===== config.mk =====
export PLATFORM = sky130hd
export DESIGN_NAME = gin_multicast_dispatcher
export DESIGN_NICKNAME = d
export VERILOG_FILES = /design/src/rtl/gin_multicast_dispatcher.sv
export SDC_FILE = /design/constraint.sdc
export NUM_CORES = 1
export LEC_CHECK = 0
export CORE_AREA = 5 5 498 500
export CTS_CLUSTER_DIAMETER = 100
export CTS_CLUSTER_SIZE = 8
export DETAILED_ROUTE_END_ITERATION = 10
export DIE_AREA = 0 0 503 505
export PLACE_DENSITY = 0.37
export RECOVER_POWER = 100
export SYNTH_ARGS = -nofsm -noshare
export SYNTH_HDL_FRONTEND = slang
export SYNTH_SLANG_ARGS = --single-unit
export TNS_END_PERCENT = 5

===== constraint.sdc =====
create_clock -name clk -period 2.3 [get_ports clk]
set_clock_uncertainty 0.05 [all_clocks]
set_input_delay 0.46 -clock clk [delete_from_list [all_inputs] [get_ports clk]]
set_output_delay 0.46 -clock clk [all_outputs]
set_load 0.05 [all_outputs]

===== src/rtl/gin_multicast_dispatcher.sv =====
// GIN receive endpoint: pops {data, tags} from the GIN FIFOs and multicasts each word
// to every PE whose row/column IDs equal the tags, using a per-PE enable/ready handshake.
module gin_multicast_dispatcher #(
   parameter int unsigned NUM_ROWS      = 12,
   parameter int unsigned NUM_COLS      = 14,
   parameter int unsigned DATA_WIDTH    = 16,
   parameter int unsigned ROW_TAG_WIDTH = 4,
   parameter int unsigned COL_TAG_WIDTH = 5
) (
   input  logic                                        clk,
   input  logic                                        reset,
   input  logic [NUM_ROWS*ROW_TAG_WIDTH-1:0]           row_ids,
   input  logic [NUM_ROWS*NUM_COLS*COL_TAG_WIDTH-1:0]  col_ids,
   input  logic                                        data_fifo_empty,
   input  logic                                        tags_fifo_empty,
   input  logic [DATA_WIDTH-1:0]                       data_fifo_dout,
   input  logic [ROW_TAG_WIDTH+COL_TAG_WIDTH-1:0]      tags_fifo_dout,
   output logic                                        data_fifo_re,
   output logic                                        tags_fifo_re,
   output logic [DATA_WIDTH-1:0]                       pe_data,
   output logic [NUM_ROWS*NUM_COLS-1:0]                pe_enable,
   input  logic [NUM_ROWS*NUM_COLS-1:0]                pe_ready,
   output logic                                        busy,
   output logic                                        drop,
   output logic [15:0]                                 delivered_count
);

   localparam int unsigned NUM_PES = NUM_ROWS * NUM_COLS;

   typedef enum logic [1:0] {
      IDLE,
      FETCH,
      LOAD,
      DELIVER
   } state_t;

   state_t                     state;
   state_t                     next_state;
   logic                       fifo_pop;
   logic                       fifos_ready;
   logic [ROW_TAG_WIDTH-1:0]   row_tag;
   logic [COL_TAG_WIDTH-1:0]   col_tag;
   logic [NUM_PES-1:0]         match;
   logic [NUM_PES-1:0]         pending;
   logic [NUM_PES-1:0]         pending_after;

   assign {row_tag, col_tag} = tags_fifo_dout;
   assign fifos_ready        = !data_fifo_empty && !tags_fifo_empty;
   assign pending_after      = pending & ~pe_ready;

   // Exact-equality match; multicast arises only from PEs sharing IDs.
   always_comb begin
      match = '0;
      for (int unsigned r = 0; r < NUM_ROWS; r++) begin
         for (int unsigned c = 0; c < NUM_COLS; c++) begin
            match[r*NUM_COLS + c] =
               (row_ids[r*ROW_TAG_WIDTH +: ROW_TAG_WIDTH] == row_tag) &&
               (col_ids[(r*NUM_COLS + c)*COL_TAG_WIDTH +: COL_TAG_WIDTH] == col_tag);
         end
      end
   end

   always_ff @(posedge clk or negedge reset) begin
      if (!reset) state <= IDLE;
      else        state <= next_state;
   end

   always_comb begin
      next_state = state;
      fifo_pop   = 1'b0;
      pe_enable  = '0;
      case (state)
         IDLE: begin
            if (fifos_ready) next_state = FETCH;
         end
         FETCH: begin
            fifo_pop   = 1'b1;
            next_state = LOAD;
         end
         LOAD: begin
            next_state = (match == '0) ? IDLE : DELIVER;
         end
         DELIVER: begin
            pe_enable = pending;
            if (pending_after == '0) next_state = fifos_ready ? FETCH : IDLE;
         end
         default: next_state = IDLE;
      endcase
   end

   assign data_fifo_re = fifo_pop;
   assign tags_fifo_re = fifo_pop;
   assign busy         = (state != IDLE);

   always_ff @(posedge clk or negedge reset) begin
      if (!reset) begin
         pe_data         <= '0;
         pending         <= '0;
         drop            <= 1'b0;
         delivered_count <= '0;
      end else begin
         // drop is registered so it lines up with the return to IDLE.
         drop <= (state == LOAD) && (match == '0);
         case (state)
            LOAD: begin
               pe_data <= data_fifo_dout;
               pending <= match;
            end
            DELIVER: begin
               pending <= pending_after;
               if (pending_after == '0) delivered_count <= delivered_count + 16'd1;
            end
            default: ;
         endcase
      end
   end

endmodule


# After elaboration in Yosys (flattened, before gate mapping)
# Cells that the tools add are included.
totals:
  mem_bits_rw: 0
  inputBits: 1085
  latchBits: 0
  mem_count: 0
  output_inout_bits: 204
  regBits: 203
  mem_bits_ro: 0
  wordCells: 380
classes:
  n_lt_le_gt_ge: 0
  n_eq_ne: 185
  n_bitwise: 2
  n_reduce_logical: 179
  n_div: 0
  n_addsub: 1
  muxes: 8
  n_shift: 0
  mul: 0
op_table:
  columns: ["op", "n"]
  rows:
  - ["== test 5 bit", 168]
  - ["zero test 168 bit", 2]
  - ["one-hot mux 168 bit (2 select lines)", 1]
  - ["logical AND 1 bit", 170]
  - ["AND 168 bit", 1]
  - ["2-to-1 mux 168 bit", 1]
  - ["NOT 168 bit", 1]
  - ["== test 4 bit", 12]
  - ["adder 16 x 1 -> 16 bit, second input constant", 1]
  - ["one-hot mux 2 bit (4 select lines)", 1]
  - ["2-to-1 mux 2 bit", 3]
  - ["== test 2 bit, second input constant", 2]
  - ["inequality test 2 bit, second input constant", 2]
  - ["AND reduction 2 bit", 2]
  - ["nonzero test 2 bit", 2]
  - ["== test 2 x 1 -> 1 bit, second input constant", 1]
  - ["zero test 1 bit", 2]
  - ["zero test 2 bit", 1]
  - ["2-to-1 mux 1 bit", 2]

# Longest topological paths before layout
# Gate-level depths: netlist of run 1.
depth:
  depth_word: 5
  mapped_depth: 13

# Worst setup path before layout of run 1
# OpenSTA, ideal clock, no wires.
synth_timing:
  path_kind: "input to register"
  start: "in tags_fifo_dout[3]"
  end: "reg drop"
  slack_ps: -354
  t_arrival_ps: 2537
  cell_stages: 10
  setup_ps: 67
  required_time_ps: 2183
  cell_sequence: "buf_2 -> buf_6 -> buf_4 -> xor2_1 -> nor4_1 -> nor4_1 -> nand4_1 -> or4b_1 -> nor4_2 -> and3_1"
synth_via:
  elab_chain_cells: 4
  word_cells_on_any_way: 338
synth_rtl:
  columns: ["element", "line", "text"]
  rows:
  - ["start: declaration", "17", "input logic [ROW_TAG_WIDTH+COL_TAG_WIDTH-1:0] tags_fifo_dout,"]
  - ["== test 5 bit", "58", "(col_ids[(r*NUM_COLS + c)*COL_TAG_WIDTH +: COL_TAG_WIDTH] == col_tag);"]
  - ["logical AND 1 bit", "57", "(row_ids[r*ROW_TAG_WIDTH +: ROW_TAG_WIDTH] == row_tag) &&"]
  - ["zero test 168 bit *", "103", "drop <= (state == LOAD) && (match == '0);"]
  - ["logical AND 1 bit *", "103", null]
  - ["end signal: assignment", "103", null]
  - ["end: declaration", "24", "output logic drop,"]
# Mark *: on every way between the ends. The rest lies on a longest branch, timed or not.
# A chain may end at the register's enable or synchronous reset.

# Final worst setup path of run 1
layout_timing:
  start: "in row_ids[2]"
  end: "reg state[1]"
layout_via:
  elab_chain_cells: 5
  word_cells_on_any_way: 18
layout_rtl:
  columns: ["element", "line", "text"]
  rows:
  - ["start: declaration", "12", "input logic [NUM_ROWS*ROW_TAG_WIDTH-1:0] row_ids,"]
  - ["== test 4 bit *", "57", null]
  - ["logical AND 1 bit", "57", null]
  - ["zero test 168 bit *", "81", "next_state = (match == '0) ? IDLE : DELIVER;"]
  - ["2-to-1 mux 2 bit *", "81", null]
  - ["one-hot mux 2 bit (4 select lines) *", "72", "case (state)"]
  - ["end signal: assignment", "65", "else state <= next_state;"]
  - ["end: declaration", "37", "state_t state;"]
# Marks and branches as above.

==> results of run 1 <==
==> per-layer routing <==
metal,wire [microns],vias up,GRT usage
met4,6820,54,0.0499
met2,138000,1321,0.371
li1,-,13045,-
met3,17000,258,0.0415
met5,376,-,0
met1,95400,14212,0.211
==> worst paths after layout <==
kind | startpoint | end | slack [ns] | depth (start not counted)
setup reg to reg | pending[7]$_DFFE_PN0P_ | delivered_count[11]$_DFFE_PN0P_ | -0.81 | 11
min in group asynchronous | reset | pending[139]$_DFFE_PN0P_ | 0.54 | 2
hold / removal | data_fifo_dout[10] | pe_data[10]$_DFFE_PN0P_ | 0.28 | 3
hold reg to reg | pe_data[10]$_DFFE_PN0P_ | pe_data[10]$_DFFE_PN0P_ | 0.42 | 2
max in group asynchronous | reset | pending[135]$_DFFE_PN0P_ | 0.19 | 3
setup / recovery | row_ids[2] | state[1]$_DFFE_PN0P_ | -0.99 | 12
==> synthesized netlist by cell type, types with 60 or more instances <==
library cell  number
and3_1           155
nand3_1          167
xor2_1           361
inv_1             60
dfrtp_1          203
clkbuf_1          92
a22o_1           147
nor2b_1          113
xnor2_1          542
o21ai_0          177
nand2_1           84
buf_4             68
nor4_1           162
==> power groups by stage <==
stage,Sequential (W),Clock [W],Combinational [W]
after floorplan,0.00455,0,0.00368
after global placement,0.00402,0,0.0107
after detailed placement,0.00403,0,0.0107
after CTS,0.00397,0.00489,0.0110
after global routing,0.00399,0.00493,0.0114
final,0.00396,0.00460,0.0108
==> critical path, cell delays in order <==
cell,delay (ns)
clkdlybuf4s50_1,0.48
xnor2_1,0.13
nand4_1,0.17
buf_12,0.18
nor4_1,1.17
nor4_4,0.11
nand4_1,0.35
buf_4,0.18
or4b_4,0.16
nor4_4,0.07
buf_4,0.15
a211oi_2,0.17
==> layout make-up <==
type	count	share of cell area
Timing Repair Buffer	2153	0.449
Antenna cell	34	0.00172
Clock inverter	4	0.000833
Sequential cell	203	0.103
Multi-Input combinational cell	2119	0.344
Inverter	60	0.00454
Clock buffer	37	0.0163
Tap cell	3202	0.0808
==> stage by stage <==
stage          setup TNS, ns  std cells
3_5_place_dp         -139.23       7694
4_1_cts               -91.01       7766
2_1_floorplan          -2.77       2588
5_1_grt              -140.50       7794
6_report              -93.69       7812
3_3_place_gp         -159.42       7693
==> state kept, by name, summed over array words and instances (netlist names) <==
register,count
state,2
delivered_count,16
drop,1
pending,168
pe_data,16
==> cell families (layout without fill, tap and decap cells) <==
family / Yosys count / count (layout) / share of synthesized area
AOI/OAI and AO/OA: 398 / 398 / 0.127
other: 0 / 34 / 0
and+or+nand+nor: 816 / 816 / 0.211
xor gates and xnor gates: 903 / 903 / 0.364
muxes: 1 / 1 / 0.000518
buffers and inverters: 266 / 2254 / 0.0637
adders and majority gates: 1 / 1 / 0.000576
DFF: 203 / 203 / 0.234
==> what timing repair did <==
action / CTS / global route
endpoints found under the hold margin: 29 / 0
hold buffers: 1 / 0
pin swaps: 67 / 59
gates cloned: 4 / 1
resized for setup: 276 / 90
endpoints found under the setup margin: 257 / 211
buffers inserted: 34 / 20
==> summary.md, run 1 <==
| Metric | Value |
|---|---|
| Dominant cells by area after synthesis | dfrtp_1 (23%), xnor2_1 (22%), xor2_1 (15%), a22o_1 (5.9%), nor4_1 (4.7%) |
| Sw frac | 0.442 |
| Ys async rst share | 1.00 |
| Sequential Power Share | 0.205 |
| Clk buf depth | 3 |
| CTS Sinks | 203 |
| Crit share post-route | 1.43 |
| Most common cell after layout, fill and taps aside | clkdlybuf4s50_1 |
| EDFF count, synth | 0 |
| Avg WL per Cell | 32.9 microns |
| Core footprint | 243000 sq um |
| Multi-input logic area | 17100 sq um |
| Max Slew Vio Count | 0 |
| Final WL | 257000 microns |
| Final Net Count | 5654 |
| Crit Path Class | input pin to flop |
| Final WS setup | -0.987 ns |
| Comb power frac | 0.557 |
| CP endpoint kind | flop |
| Pwr Density | 390 nW/um^2 |
| Max IR drop VDD | 0.000578 V |
| Final Total Pwr | 0.0193 W |
| CTS tree | done |
| Syn Nets | 3674 |
| Synth Flop Type | dfrtp_1 |
| Clock buffer count from CTS | 31 |
| Core Rows | 181 |
| Measured slew at the worst slew-check pin | 1.43 ns |
| Vias in the first global route | 31391 |
| Sequential cell area | 5080 sq um |
| Cell Area, Synth | 21700 sq um |
| Final hold vios | 0 |
| Post-layout util | 0.204 |
| Cells after Synth | 2588 |
| RePlAce Congestion | 0.912 |
| Critical Path Source Type | input pin |
| PortBufs | 1288 |
| Die X | 503 microns |
| Dpl cell area | 46900 sq um |
| Initial DRT Pass Iterations | 5 |
| Hold WS | 0.281 ns |
| WP data required | 2.82 ns |
| Clk_lat worst skew | 0.66 ns |
| Ys Warns | 0 |
| Internal power | 0.0108 W |
| Fill count | 26897 |
| Final Setup Violations | 265 |
| I/O pins | 1289 |
| Die height | 505 microns |
| Synth area leader | dfrtp_1 |
| Synth Area per Inst | 8.40 sq um |
| Fraction of layout cells with a size suffix above 1 | 0.290 |
| Crit path DAT | 3.81 ns |
| H-tree depth | 1 |
| P_sw | 0.00853 W |
| Peak Freq | 304 MHz |
| Flops & latches, synth | 203 |
| Area Overhead vs Synth | 128% |
| Sequential area share after synthesis | 0.234 |
| Clk root buf | clkbuf_16 |
| Synth top area share | 0.234 |
| First-pass GRT wire length | 324000 microns |
| Status | finished with violations |
| RSZ-0062 raised after global routing | yes |
| Crit-path max FO | 4 |
| Initial core utilization | 0.0896 |
| # Max-Cap Violations | 0 |
| DR iter-0 viols | 1559 |
| Clock share of power | 0.238 |
| Pre-CTS WS | -2.80 ns |
| HPWL after detailed placement | 227000 microns |
| Relative slew slack | 0.0408 |
| Violated checks | setup timing |
| Post-route cell area | 49600 sq um |
| Clk slew on worst S/H paths | 0.06 ns |
| Gr ovfl total | 0 |
| Shortest clock period the worst path allows after layout | 3.29 ns |
| Via count | 28890 |
| # DRC | 0 |
| Via/cell ratio | 3.70 |
| Largest net degree at the start of global routing | 107 |
| Overall global routing resource usage | 0.193 |
| Die area | 254000 sq um |
| Most frequent cells in the layout | clkdlybuf4s50_1 (1047), buf_4 (741), xnor2_1 (537) |
| Initial antenna violation count | 119 |
| Count of different cell masters after synthesis | 40 |
| Worst hold path class | input pin to flop |
| Static leakage | 19.8 nW |
| Post-DRT Antenna Nets | 0 |
(Power assumes the default switching activity.)
==> run 2, diff against run 1 <==
--- a/config.mk
+++ b/config.mk
@@ -10,8 +10,10 @@
 export CTS_CLUSTER_SIZE = 8
 export DETAILED_ROUTE_END_ITERATION = 10
 export DIE_AREA = 0 0 503 505
+export HOLD_SLACK_MARGIN = 0.12
 export PLACE_DENSITY = 0.37
 export RECOVER_POWER = 100
+export SKIP_LAST_GASP = 1
 export SYNTH_ARGS = -nofsm -noshare
 export SYNTH_HDL_FRONTEND = slang
 export SYNTH_SLANG_ARGS = --single-unit
==> run 2 against run 1 <==
Compared with the run above:
- the run still ends with setup timing left
- clock power hardly changed
- non-clock buffer count stayed put
- global-route usage hardly changed
- sequential share of layout area is 0.12 points higher
- routed wire length hardly changed
- core utilization is 0.24 points lower
- cell area is 1.2% lower
- combinational power hardly changed
- critical endpoint unchanged
- highest routed layer unchanged
==> summary.md, run 2 (synthesis gave the netlist of run 1 again) <==
| Metric | Value |
|---|---|
| Core footprint | 243000 sq um |
| First-pass GRT wire length | 324000 microns |
| Die area | 254000 sq um |
| Clock buffer count from CTS | 31 |
| Most common cell after layout, fill and taps aside | clkdlybuf4s50_1 |
| Kind of cell adding the most delay to the critical path | simple AND/OR/NAND/NOR gates |
| Post-DRT Antenna Nets | 0 |
| Via count | 28789 |
| Hold WS | 0.280 ns |
| WP data required | 2.83 ns |
| Shortest clock period the worst path allows after layout | 3.21 ns |
| Relative slew slack | 0.110 |
| Top flop regs | pending x168, delivered_count x16, pe_data x16 |
| Avg WL per Cell | 32.9 microns |
| Multi-input logic area | 16500 sq um |
| H-tree depth | 1 |
| CP endpoint kind | flop |
| Worst hold path class | input pin to flop |
| Placed cell count | 7694 |
| Sequential cell area | 5080 sq um |
| CTS Sinks | 203 |
| Pwr Density | 393 nW/um^2 |
| Cell depth of the worst min-delay path | 3 |
| Max IR drop VDD | 0.000580 V |
| Fill count | 26947 |
| Vias in the first global route | 31308 |
| # DRC | 0 |
| Violated checks | setup timing |
| PortBufs | 1288 |
| Max Slew Vio Count | 0 |
| Final hold vios | 0 |
| Final Total Pwr | 0.0192 W |
| Reg2Reg Depth | 13 |
| Fin cells | 7809 |
| Clk root buf | clkbuf_16 |
| Static leakage | 19.7 nW |
| Clk_lat worst skew | 0.66 ns |
| Crit share post-route | 1.40 |
| Fraction of layout cells with a size suffix above 1 | 0.271 |
| Final WS setup | -0.912 ns |
| WHS Endpoint | pe_data[10]$_DFFE_PN0P_ |
| Max reg flops | 168 |
| Gr ovfl total | 0 |
| Critical-path cell list | clkdlybuf4s50_1 > xnor2_1 > nand4_1 > buf_12 > nor4_1 > nor4_4 > nand4_1 > buf_4 > or4b_4 > nor4_4 > buf_4 > a211oi_2 |
| Min-Delay Startpoint | data_fifo_dout[10] |
| RSZ-0062 raised after global routing | yes |
| Crit Path Class | input pin to flop |
| Die height | 505 microns |
| Peak Freq | 311 MHz |
| Most frequent cells in the layout | clkdlybuf4s50_1 (1070), buf_4 (746), xnor2_1 (537) |
| Crit-path max cell delay | 1.09 ns |
| Die X | 503 microns |
| CTS tree | done |
| HPWL after detailed placement | 227000 microns |
| Initial antenna violation count | 117 |
| Clk buf depth | 3 |
| Area Overhead vs Synth | 125% |
| # Max-Cap Violations | 0 |
| Critical Path Source Type | input pin |
| DR iter-0 viols | 1485 |
| Initial DRT Pass Iterations | 5 |
| Core Rows | 181 |
| Initial core utilization | 0.0896 |
| RePlAce Congestion | 0.912 |
| Crit-path max FO | 5 |
| Via/cell ratio | 3.69 |
| Overall global routing resource usage | 0.193 |
| Clk slew on worst S/H paths | 0.06 ns |
| Slowest library cell on the worst path | nor4_1 |
| Reg-to-Reg Start | pending[116]$_DFFE_PN0P_ |
| R2R Path End | delivered_count[11]$_DFFE_PN0P_ |
| Status | finished with violations |
| Largest net degree at the start of global routing | 107 |
| Final Net Count | 5654 |
| Post-layout util | 0.202 |
| Largest register by flop count | pending |
| Final WL | 257000 microns |
| R2r setup slk | -0.80 ns |
| Worst path bufs/invs | 4 |
| Crit path DAT | 3.74 ns |
| I/O pins | 1289 |
| Measured slew at the worst slew-check pin | 1.32 ns |
| Final Setup Violations | 261 |
==> run 2: cell count changes in the layout (fill, tap and decap cells not counted), sizes merged <==
cell	before	now
clkdlybuf4s15	2	0
clkdlybuf4s50	1047	1070
diode	34	31
dlygate4sd2	37	17
dlymetal6s2s	10	9
==> run 2: metal layers <==
metal | track usage | routed length (microns)
met1 | 0.211 | 95500
met2 | 0.372 | 138000
met3 | 0.0415 | 16900
met4 | 0.0481 | 6900
met5 | 0 | 321
==> run 2: worst max path at each step <==
| stage | start | end | slack (ns) | cells after the start |
|---|---|---|---|---|
| 3_5_place_dp | col_ids[450] | state[0]$_DFFE_PN0P_ | -2.80 | 11 |
| 5_1_grt | pending[129]$_DFFE_PN0P_ | delivered_count[11]$_DFFE_PN0P_ | -0.98 | 12 |
| 4_1_cts | tags_fifo_dout[7] | state[0]$_DFFE_PN0P_ | -1.10 | 16 |
| 2_1_floorplan | tags_fifo_dout[4] | drop$_DFF_PN0_ | -0.28 | 11 |
| 6_report | row_ids[2] | state[1]$_DFFE_PN0P_ | -0.91 | 12 |
| 3_3_place_gp | pe_ready[29] | delivered_count[13]$_DFFE_PN0P_ | -3.49 | 13 |
==> run 2: per-stage QoR <==
stage / area (sq um) / setup WS, ns / setup TNS [ns]
finish: 49000 / -0.912 / -114.32
global placement: 46900 / -3.49 / -159.42
floorplan: 22000 / -0.282 / -2.77
CTS: 48600 / -1.10 / -110.17
global route: 49000 / -0.978 / -154.05
detailed placement: 46900 / -2.80 / -139.23
==> run 2: worst register-to-register path: cells and delay by family, from the launching register on <==
kind,cells,cell delay (ns)
AOI/OAI and AO/OA,1,0.40
xor gates and xnor gates,1,0.17
buffers and inverters,5,0.89
DFF,1,0.38
and+or+nand+nor,6,1.14
==> run 2: where the power goes <==
group          total (W)  internal, W  leakage (nW)  switching [W]
clock            0.00460      0.00243         0.413        0.00216
combinational     0.0107      0.00461          16.5        0.00607
sequential       0.00397      0.00379          2.79       0.000181
==> run 2: final cells by class <==
cell class / count / area share
Timing Repair Buffer: 2153 / 0.454
Multi-Input combinational cell: 2119 / 0.337
Sequential cell: 203 / 0.104
Tap cell: 3202 / 0.0817
Clock buffer: 37 / 0.0165
Inverter: 60 / 0.00460
Antenna cell: 31 / 0.00158
Clock inverter: 4 / 0.000842
==> run 2: what timing repair did <==
item	4_1_cts	5_1_grt
resized for setup	140	67
cloned	4	1
endpoints found under the hold margin	203	0
pin swaps	46	34
hold buffers	1	0
setup endpoints to repair	257	253
setup buffers	34	20
